## src/rtl/br_rd_unpack64.sv

```systemverilog
// -----------------------------------------------------------------------------
// br_rd_unpack64
//
// Read-side unloader for the 4x32 asynchronous bridge FIFO. Runs entirely in
// the FIFO read-clock domain. Pops 32-bit words and pairs them into 64-bit
// beats: the first word goes to [31:0] and the second to [63:32]. Beats are
// presented on a valid/ready stream toward the 64-bit LMAC datapath.
//
// A lone trailing word is emitted as a half beat (keep=2'b01, upper word
// zero) in two cases: after TMO idle cycles, or when flush is asserted.
//
// Parameters:
//   TMO  idle cycles a lone low word waits before auto-flush (1..255)
//   TW   timeout counter width, 2^TW > TMO
//
// Ports:
//   clk           read-side clock (same as FIFO rdclk)
//   aclr          asynchronous active-high reset
//   fifo_rdreq    FIFO read request (combinational)
//   fifo_q        FIFO read data, valid the cycle after fifo_rdreq
//   fifo_rdempty  FIFO empty flag
//   flush         force emission of a held lone word
//   out_data      packed 64-bit beat
//   out_keep      word enables (2'b11 full beat, 2'b01 low word only)
//   out_valid     beat valid
//   out_ready     downstream accept
//   wcnt          (only with BR_RD_UNPACK_CNT_EN) saturating count of
//                 32-bit words accepted downstream
//
// Optional feature macro: BR_RD_UNPACK_CNT_EN
// -----------------------------------------------------------------------------
module br_rd_unpack64 #(
   parameter int TMO = 8,
   parameter int TW  = 8
) (
   input  logic        clk,
   input  logic        aclr,
   output logic        fifo_rdreq,
   input  logic [31:0] fifo_q,
   input  logic        fifo_rdempty,
   input  logic        flush,
   output logic [63:0] out_data,
   output logic [1:0]  out_keep,
   output logic        out_valid,
   input  logic        out_ready
`ifdef BR_RD_UNPACK_CNT_EN
   ,
   output logic [15:0] wcnt
`endif
);

   localparam logic [TW-1:0] TMO_C = TW'(TMO);

   // Held low word and its valid flag
   logic [31:0]   lo_q, lo_d;
   logic          lo_vld_q, lo_vld_d;
   // A read was issued last cycle, so fifo_q carries a word this cycle
   logic          pend_q;
   // Output register
   logic [63:0]   out_data_q, out_data_d;
   logic [1:0]    out_keep_q, out_keep_d;
   logic          out_valid_q, out_valid_d;
   // Idle timeout counter
   logic [TW-1:0] cnt_q, cnt_d;

   logic [1:0]    occ;
   logic          out_free;
   logic          flush_fire;
   logic          rdreq;

   // Words currently owned by the pairing stage (held + in flight)
   assign occ      = {1'b0, lo_vld_q} + {1'b0, pend_q};
   assign out_free = !out_valid_q || out_ready;

   assign flush_fire = lo_vld_q && !pend_q && out_free &&
                       (flush || (cnt_q == TMO_C));

   // A second word is only requested when the output register will be free
   // by the time it pairs, so a completed pair never has to wait.
   assign rdreq = !aclr && !fifo_rdempty && !flush_fire &&
                  ((occ == 2'd0) || ((occ == 2'd1) && out_free));

   assign fifo_rdreq = rdreq;
   assign out_data   = out_data_q;
   assign out_keep   = out_keep_q;
   assign out_valid  = out_valid_q;

   always_comb begin
      lo_d        = lo_q;
      lo_vld_d    = lo_vld_q;
      out_data_d  = out_data_q;
      out_keep_d  = out_keep_q;
      out_valid_d = out_valid_q;
      cnt_d       = '0;

      if (out_valid_q && out_ready) begin
         out_valid_d = 1'b0;
      end

      if (pend_q) begin
         if (!lo_vld_q) begin
            lo_d     = fifo_q;
            lo_vld_d = 1'b1;
         end else begin
            out_data_d  = {fifo_q, lo_q};
            out_keep_d  = 2'b11;
            out_valid_d = 1'b1;
            lo_vld_d    = 1'b0;
         end
      end else if (flush_fire) begin
         out_data_d  = {32'h0, lo_q};
         out_keep_d  = 2'b01;
         out_valid_d = 1'b1;
         lo_vld_d    = 1'b0;
      end

      // Count only truly idle cycles of a held word; saturate at TMO
      if (!flush_fire && lo_vld_q && !pend_q && fifo_rdempty) begin
         cnt_d = (cnt_q == TMO_C) ? cnt_q : cnt_q + TW'(1);
      end
   end

   always_ff @(posedge clk or posedge aclr) begin
      if (aclr) begin
         lo_q        <= '0;
         lo_vld_q    <= 1'b0;
         pend_q      <= 1'b0;
         out_data_q  <= '0;
         out_keep_q  <= '0;
         out_valid_q <= 1'b0;
         cnt_q       <= '0;
      end else begin
         lo_q        <= lo_d;
         lo_vld_q    <= lo_vld_d;
         pend_q      <= rdreq;
         out_data_q  <= out_data_d;
         out_keep_q  <= out_keep_d;
         out_valid_q <= out_valid_d;
         cnt_q       <= cnt_d;
      end
   end

`ifdef BR_RD_UNPACK_CNT_EN
   logic [15:0] wcnt_q, wcnt_d;
   logic [16:0] wcnt_sum;

   always_comb begin
      wcnt_sum = {1'b0, wcnt_q};
      if (out_valid_q && out_ready) begin
         wcnt_sum = {1'b0, wcnt_q} + ((out_keep_q == 2'b11) ? 17'd2 : 17'd1);
      end
      wcnt_d = wcnt_sum[16] ? 16'hFFFF : wcnt_sum[15:0];
   end

   always_ff @(posedge clk or posedge aclr) begin
      if (aclr) begin
         wcnt_q <= '0;
      end else begin
         wcnt_q <= wcnt_d;
      end
   end

   assign wcnt = wcnt_q;
`endif

endmodule

```

## config.mk

```make
export PLATFORM = sky130hd
export DESIGN_NAME = br_rd_unpack64
export DESIGN_NICKNAME = d
export VERILOG_FILES = /design/src/rtl/br_rd_unpack64.sv
export SDC_FILE = /design/constraint.sdc
export NUM_CORES = 1
export LEC_CHECK = 0
export BUFFER_PORTS_ARGS = -buffer_cell sky130_fd_sc_hd__buf_2
export CAP_MARGIN = 25
export CORE_MARGIN = 2
export CORE_UTILIZATION = 40
export DETAILED_ROUTE_END_ITERATION = 10
export HOLD_SLACK_MARGIN = 0.02
export MAX_ROUTING_LAYER = met4
export PLACE_DENSITY = 0.58
export SLEW_MARGIN = 20
export SYNTH_ARGS = -nofsm -noshare
export SYNTH_HDL_FRONTEND = slang
export SYNTH_SLANG_ARGS = --single-unit
```

## constraint.sdc

```tcl
create_clock -name clk -period 5 [get_ports clk]
set_clock_uncertainty 0.1 [all_clocks]
set_input_delay 0.75 -clock clk [delete_from_list [all_inputs] [get_ports clk]]
set_output_delay 0.75 -clock clk [all_outputs]
set_load 0.01 [all_outputs]
```

==> impl_results.md, run 1 <==
- Outcome: finished clean
- Residual DRC: 0
- RSZ-0062 raised after global routing: false
- CP arrival: 2.46 ns
- Setup Fix Bufs, Post-CTS: 0
- Final core utilization: 48.2%
- H-tree Lvls: 3
- Starting Density: 40.9%
- Pins Over Slew Limit: 0
- Rows: 41
- Final hold slack: 0.371 ns
- Leak pwr: 2.76 nW
- Largest net degree at the start of global routing: 86
- CTS tree: yes
- Post-synthesis cell type count: 37
- Top FF cell, synth: dfrtp_1
- Post-synth EDFFs: 0
- Worst-Skew Late Latency: 0.35 ns
- Commonest non-fill, non-tap cell in the layout: dfrtp_1
- Global route total overflow: 0
- Final setup violation count: 0
- HPWL after DPL: 8190 um
- I/O Pins: 105
- Clk pin slew, worst setup/hold paths: 0.07 ns
- RR Startpoint: pend_q
- GRT Total Usage: 19.8%
- Max-cap violation count: 0
- Yosys warns: 0
- Critical path required time: 4.15 ns
- Post-route antenna net violation count: 0
- GP Congestion: 0.756
- Die area: 13800 um2
- Total negative slack: 0 ns
- Seq/Total Area, Yosys: 52.9%
- Mean Syn Cell Area: 10.6 um2
- Routed WL: 13200 um
- Worst Hold Class: reg2reg
- DR iter-0 viols: 316
- First-pass GRT wire length: 21400 um
- Drt wl/cell: 18.0 um
- Worst Setup End Kind: output port
- PwrDens: 604 nW/um2
- Hold Fails Final Rpt: 0
- Post-Syn Instances: 485
- Hold buffers post-CTS: 0
- Initial DRT Pass Iterations: 4
- Share of cells above drive strength 1: 24.8%
- Drt via density: 5.57
- Worst vdd ir: 0.263 mV
- Mapped Nets: 527
- Peak fanout along the critical path: 9
- Critical setup path kind: reg2out
- N_diodes: 0
- CTS buffer count: 9
- Post-CTS resize count: 0
- Core ar.: 12600 um2
- Cell Area, Synth: 5160 um2
- Synth Register Bits: 109
- Area grow syn2layout: 17.8%
- I/O Buffers: 104
- Ys async rst share: 100%
- Element type at the critical path start: flop
- Number of global-route vias before repair: 3940
- Fmax achieved: 0.303 GHz
- Tcrit/Tclk final: 66.1%
- Final #Nets: 599
- Die Wd: 118 um
- Die height: 118 um
- Most frequent cells in the layout: dfrtp_1, buf_2, inv_1
- Root Buffer: clkbuf_16
- HP Start: out_keep[0]
- Worst rel slew slack: 30.5%
- CTS max path bufs: 2
- Tmin final: 3.31 ns
- Worst-margin pin slew: 1.04 ns
- Crit. Startpoint: pend_q
- Antenna violations before repair: 0
- Via count: 4083
- Clock sink total: 109
## critical path: stages (launching register included)
cell and delay [ns]:
dfrtp_1 0.53, inv_1 0.14, ha_1 0.25, and2_0 0.33
a2111oi_0 0.62, buf_2 0.23
## sequential cells by signal, summed over array words and instances (netlist names)
| register | cells |
|---|---|
| pend_q | 1 |
| cnt_q | 8 |
| lo_q | 32 |
| out_data | 64 |
| lo_vld_q | 1 |
| out_valid | 1 |
| out_keep | 2 |
## synth_stat cells, types with 2 or more instances
library cell / count / area, um2
dfrtp_1: 109 / 2730
nor2_1: 2 / 7.51
o311ai_0: 29 / 254
a211o_1: 3 / 26.3
a2111oi_0: 2 / 17.5
nand3_1: 6 / 30.0
buf_6: 6 / 67.6
mux2i_1: 32 / 320
a21oi_1: 37 / 185
nand2_1: 35 / 131
buf_2: 9 / 45.0
a221oi_1: 5 / 43.8
o2111ai_1: 32 / 280
o21ai_0: 36 / 180
clkbuf_1: 34 / 128
nor2b_1: 2 / 12.5
and2_1: 2 / 12.5
inv_1: 38 / 143
ha_1: 5 / 62.6
buf_4: 3 / 22.5
a211oi_1: 4 / 30.0
o311ai_1: 3 / 26.3
xor2_1: 2 / 17.5
o211ai_1: 32 / 240
nand2b_1: 3 / 18.8
or3_1: 3 / 18.8
## cell type report
type	count	area [um2]
Inverter	39	149
Fill cell	1226	6540
Multi-Input combinational cell	285	2060
Timing Repair Buffer	113	608
Tap cell	172	215
Sequential cell	109	2730
Clock inverter	5	75.1
Clock buffer	10	239
## kinds of logic after synthesis
| family | Yosys count | share of synthesized area (%) |
|---|---|---|
| compound gates | 185 | 25.4 |
| xor+xnor | 2 | 0.340 |
| fa+ha+maj | 5 | 1.21 |
| buf+inv | 91 | 7.93 |
| flops | 109 | 52.9 |
| mux | 32 | 6.21 |
| simple gates | 61 | 6.02 |
## routing by layer
metal | vias up | routed length [um] | global-route usage (%)
li1 | 1953 | - | -
met1 | 1998 | 6230 | 26.9
met2 | 113 | 6040 | 29.6
met3 | 19 | 624 | 4.31
met4 | 0 | 287 | 6.93
met5 | - | 0 | -
## worst paths after layout
| path | endpoint | slack [ns] | depth (start not counted) |
|---|---|---|---|
| max in group asynchronous | out_data[56] | 3.23 | 3 |
| min | out_keep[0] | 0.37 | 1 |
| min in group asynchronous | pend_q | 0.50 | 2 |
| min reg2reg | out_keep[0] | 0.37 | 1 |
| max reg2reg | out_data[26] | 2.46 | 4 |
| max | fifo_rdreq | 1.69 | 5 |
## metrics by stage
step                      area, um2  power, mW  setup slack (ns)  instances
final                          6080       3.67              1.69        733
after global routing           6080       3.93              1.38        733
after CTS                      6040       3.70              1.66        732
after detailed placement       5730       2.92              1.76        717
after global placement         5730       2.88              1.80        717
after floorplan                5160       2.38              1.28        485
## where the power goes
| group | internal, mW | switching, mW |
|---|---|---|
| Sequential | 1.27 | 0.215 |
| Clock | 0.448 | 0.318 |
| Combinational | 0.559 | 0.862 |
| Total | 2.27 | 1.40 |
No activity file was read; power rests on OpenSTA's default activity.
==> run 2, diff against run 1 <==
Settings changed: PLACE_DENSITY 0.58 to 0.61.
Clock period 5 ns to 3 ns, I/O delays scaled along.
==> run 2 against run 1 <==
Net effect:
- sequential share of layout area fell by 0.48 points
- critical endpoint unchanged
- power rose by 68%
- critical path depth did not move
- utilization rose by 0.52 points
- die area did not move
- global-route usage rose by 0.90 points
- via count rose by 3.5%
- cell count rose by 1.2%
==> impl_results.md, run 2 (synthesis gave the netlist of run 1 again) <==
- Commonest non-fill, non-tap cell in the layout: dfrtp_1
- Via count: 4224
- RSZ-0062 raised after global routing: false
- Drt wl/cell: 18.1 um
- Most frequent cells in the layout: dfrtp_1, buf_2, inv_1
- Worst-path cell chain: inv_1 > ha_1 > and2_0 > a2111oi_2 > buf_2
- Residual DRC: 0
- HPWL after DPL: 8350 um
- Starting Density: 40.9%
- Largest net degree at the start of global routing: 86
- I/O Buffers: 104
- Clk pin slew, worst setup/hold paths: 0.07 ns
- Largest register FFs: 64
- Fmax achieved: 0.354 GHz
- Rows: 41
- Final instance area: 6140 um2
- Critical setup path kind: reg2out
- CP top delay family: flip-flops
- Final #Nets: 607
- CP max stage cell: dfrtp_1
- Area of the multi-input gates: 2060 um2
- Core ar.: 12600 um2
- Worst path bufs/invs: 2
- Final core utilization: 48.7%
- Worst-Skew Late Latency: 0.35 ns
- Die height: 118 um
- Final hold slack: 0.190 ns
- Hold Fails Final Rpt: 0
- N_diodes: 0
- GP Congestion: 0.773
- GRT Total Usage: 20.7%
- Critical path required time: 2.45 ns
- Initial DRT Pass Iterations: 4
- Root Buffer: clkbuf_16
- Fillers: 1222
- Tmin final: 2.82 ns
- CTS tree: yes
- H-tree Lvls: 3
- Post-route antenna net violation count: 0
- I/O Pins: 105
- CTS max path bufs: 2
- Drt via density: 5.69
- Worst Setup End Kind: output port
- Worst vdd ir: 0.335 mV
- Element type at the critical path start: flop
- Tcrit/Tclk final: 94.1%
- Clock sink total: 109
- Worst-margin pin slew: 1.01 ns
- Share of cells above drive strength 1: 25.8%
- First-pass GRT wire length: 22400 um
- Number of global-route vias before repair: 4183
- Worst rel slew slack: 32.4%
- Total negative slack: 0 ns
- Max-cap violation count: 0
- Peak fanout along the critical path: 9
- Die Wd: 118 um
- FF/Latch Area: 2730 um2
- Slowest Stage Delay on Critical Path: 0.52 ns
- Leak pwr: 2.78 nW
- Antenna violations before repair: 0
- Die area: 13800 um2
- Routed WL: 13400 um
- CP arrival: 2.27 ns
- Area grow syn2layout: 19.1%
- DP Area: 5800 um2
- Pins Over Slew Limit: 0
- DR iter-0 viols: 301
- Global route total overflow: 0
- Final setup violation count: 0
- Outcome: finished clean
- Worst Hold Class: in2reg
- PwrDens: 1000 nW/um2
- CTS buffer count: 9
## run 2: final cells by class
type	instances	share of cell area [%]
clock inverters	5	1.36
multi-input cells	285	33.5
repair buffers	121	10.8
clock buffers	11	3.95
well taps	172	3.50
inverters	39	2.44
flip-flops and latches	109	44.4
## run 2: timing repair
item	4_1_cts	5_1_grt
resized for setup	1	1
buffers inserted	0	0
setup endpoints to repair	1	1
hold endpoints to repair	8	0
hold buffers	1	0
pin swaps	0	0
## run 2: per-layer routing
layer	wire [um]	share of wire, %	track usage [%]
met2	6500	48	32.2
met1	6100	45	27.5
met3	541	4.0	3.29
met5	0	0	-
met4	284	2.1	7.91
## run 2: stage by stage
stage,worst slack [ns],total power [mW],std cells
after floorplan,0.646,3.97,485
after global placement,0.361,4.80,725
after detailed placement,0.426,4.90,725
after CTS,0.0778,6.22,742
after global routing,0.0123,6.63,742
final,0.177,6.16,742
## run 2: path summary, 6_finish.rpt
kind / slack (ns) / start / to / cells after the start
setup / recovery: 0.18 / pend_q / fifo_rdreq / 5
hold / removal: 0.19 / fifo_rdempty / pend_q / 2
setup reg to reg: 0.66 / cnt_q[0] / cnt_q[0] / 6
hold reg to reg: 0.38 / out_keep[0] / out_keep[0] / 1
max in group asynchronous: 1.42 / aclr / out_data[60] / 4
min in group asynchronous: 0.51 / aclr / cnt_q[2] / 3
## run 2: worst register-to-register path, cell delays in order, from the launching register on
cell and delay (ns):
dfrtp_1 0.44, inv_1 0.11, ha_1 0.17, or4b_1 0.51, o21ai_4 0.19, buf_4 0.46, a2111oi_0 0.21
## run 2: where the power goes
group / leakage (nW) / internal, mW / switching, mW / total [mW]
logic: 1.30 / 0.954 / 1.44 / 2.40
clock network: 0.152 / 0.757 / 0.544 / 1.30
registers: 1.33 / 2.11 / 0.352 / 2.46
total: 2.78 / 3.82 / 2.34 / 6.16
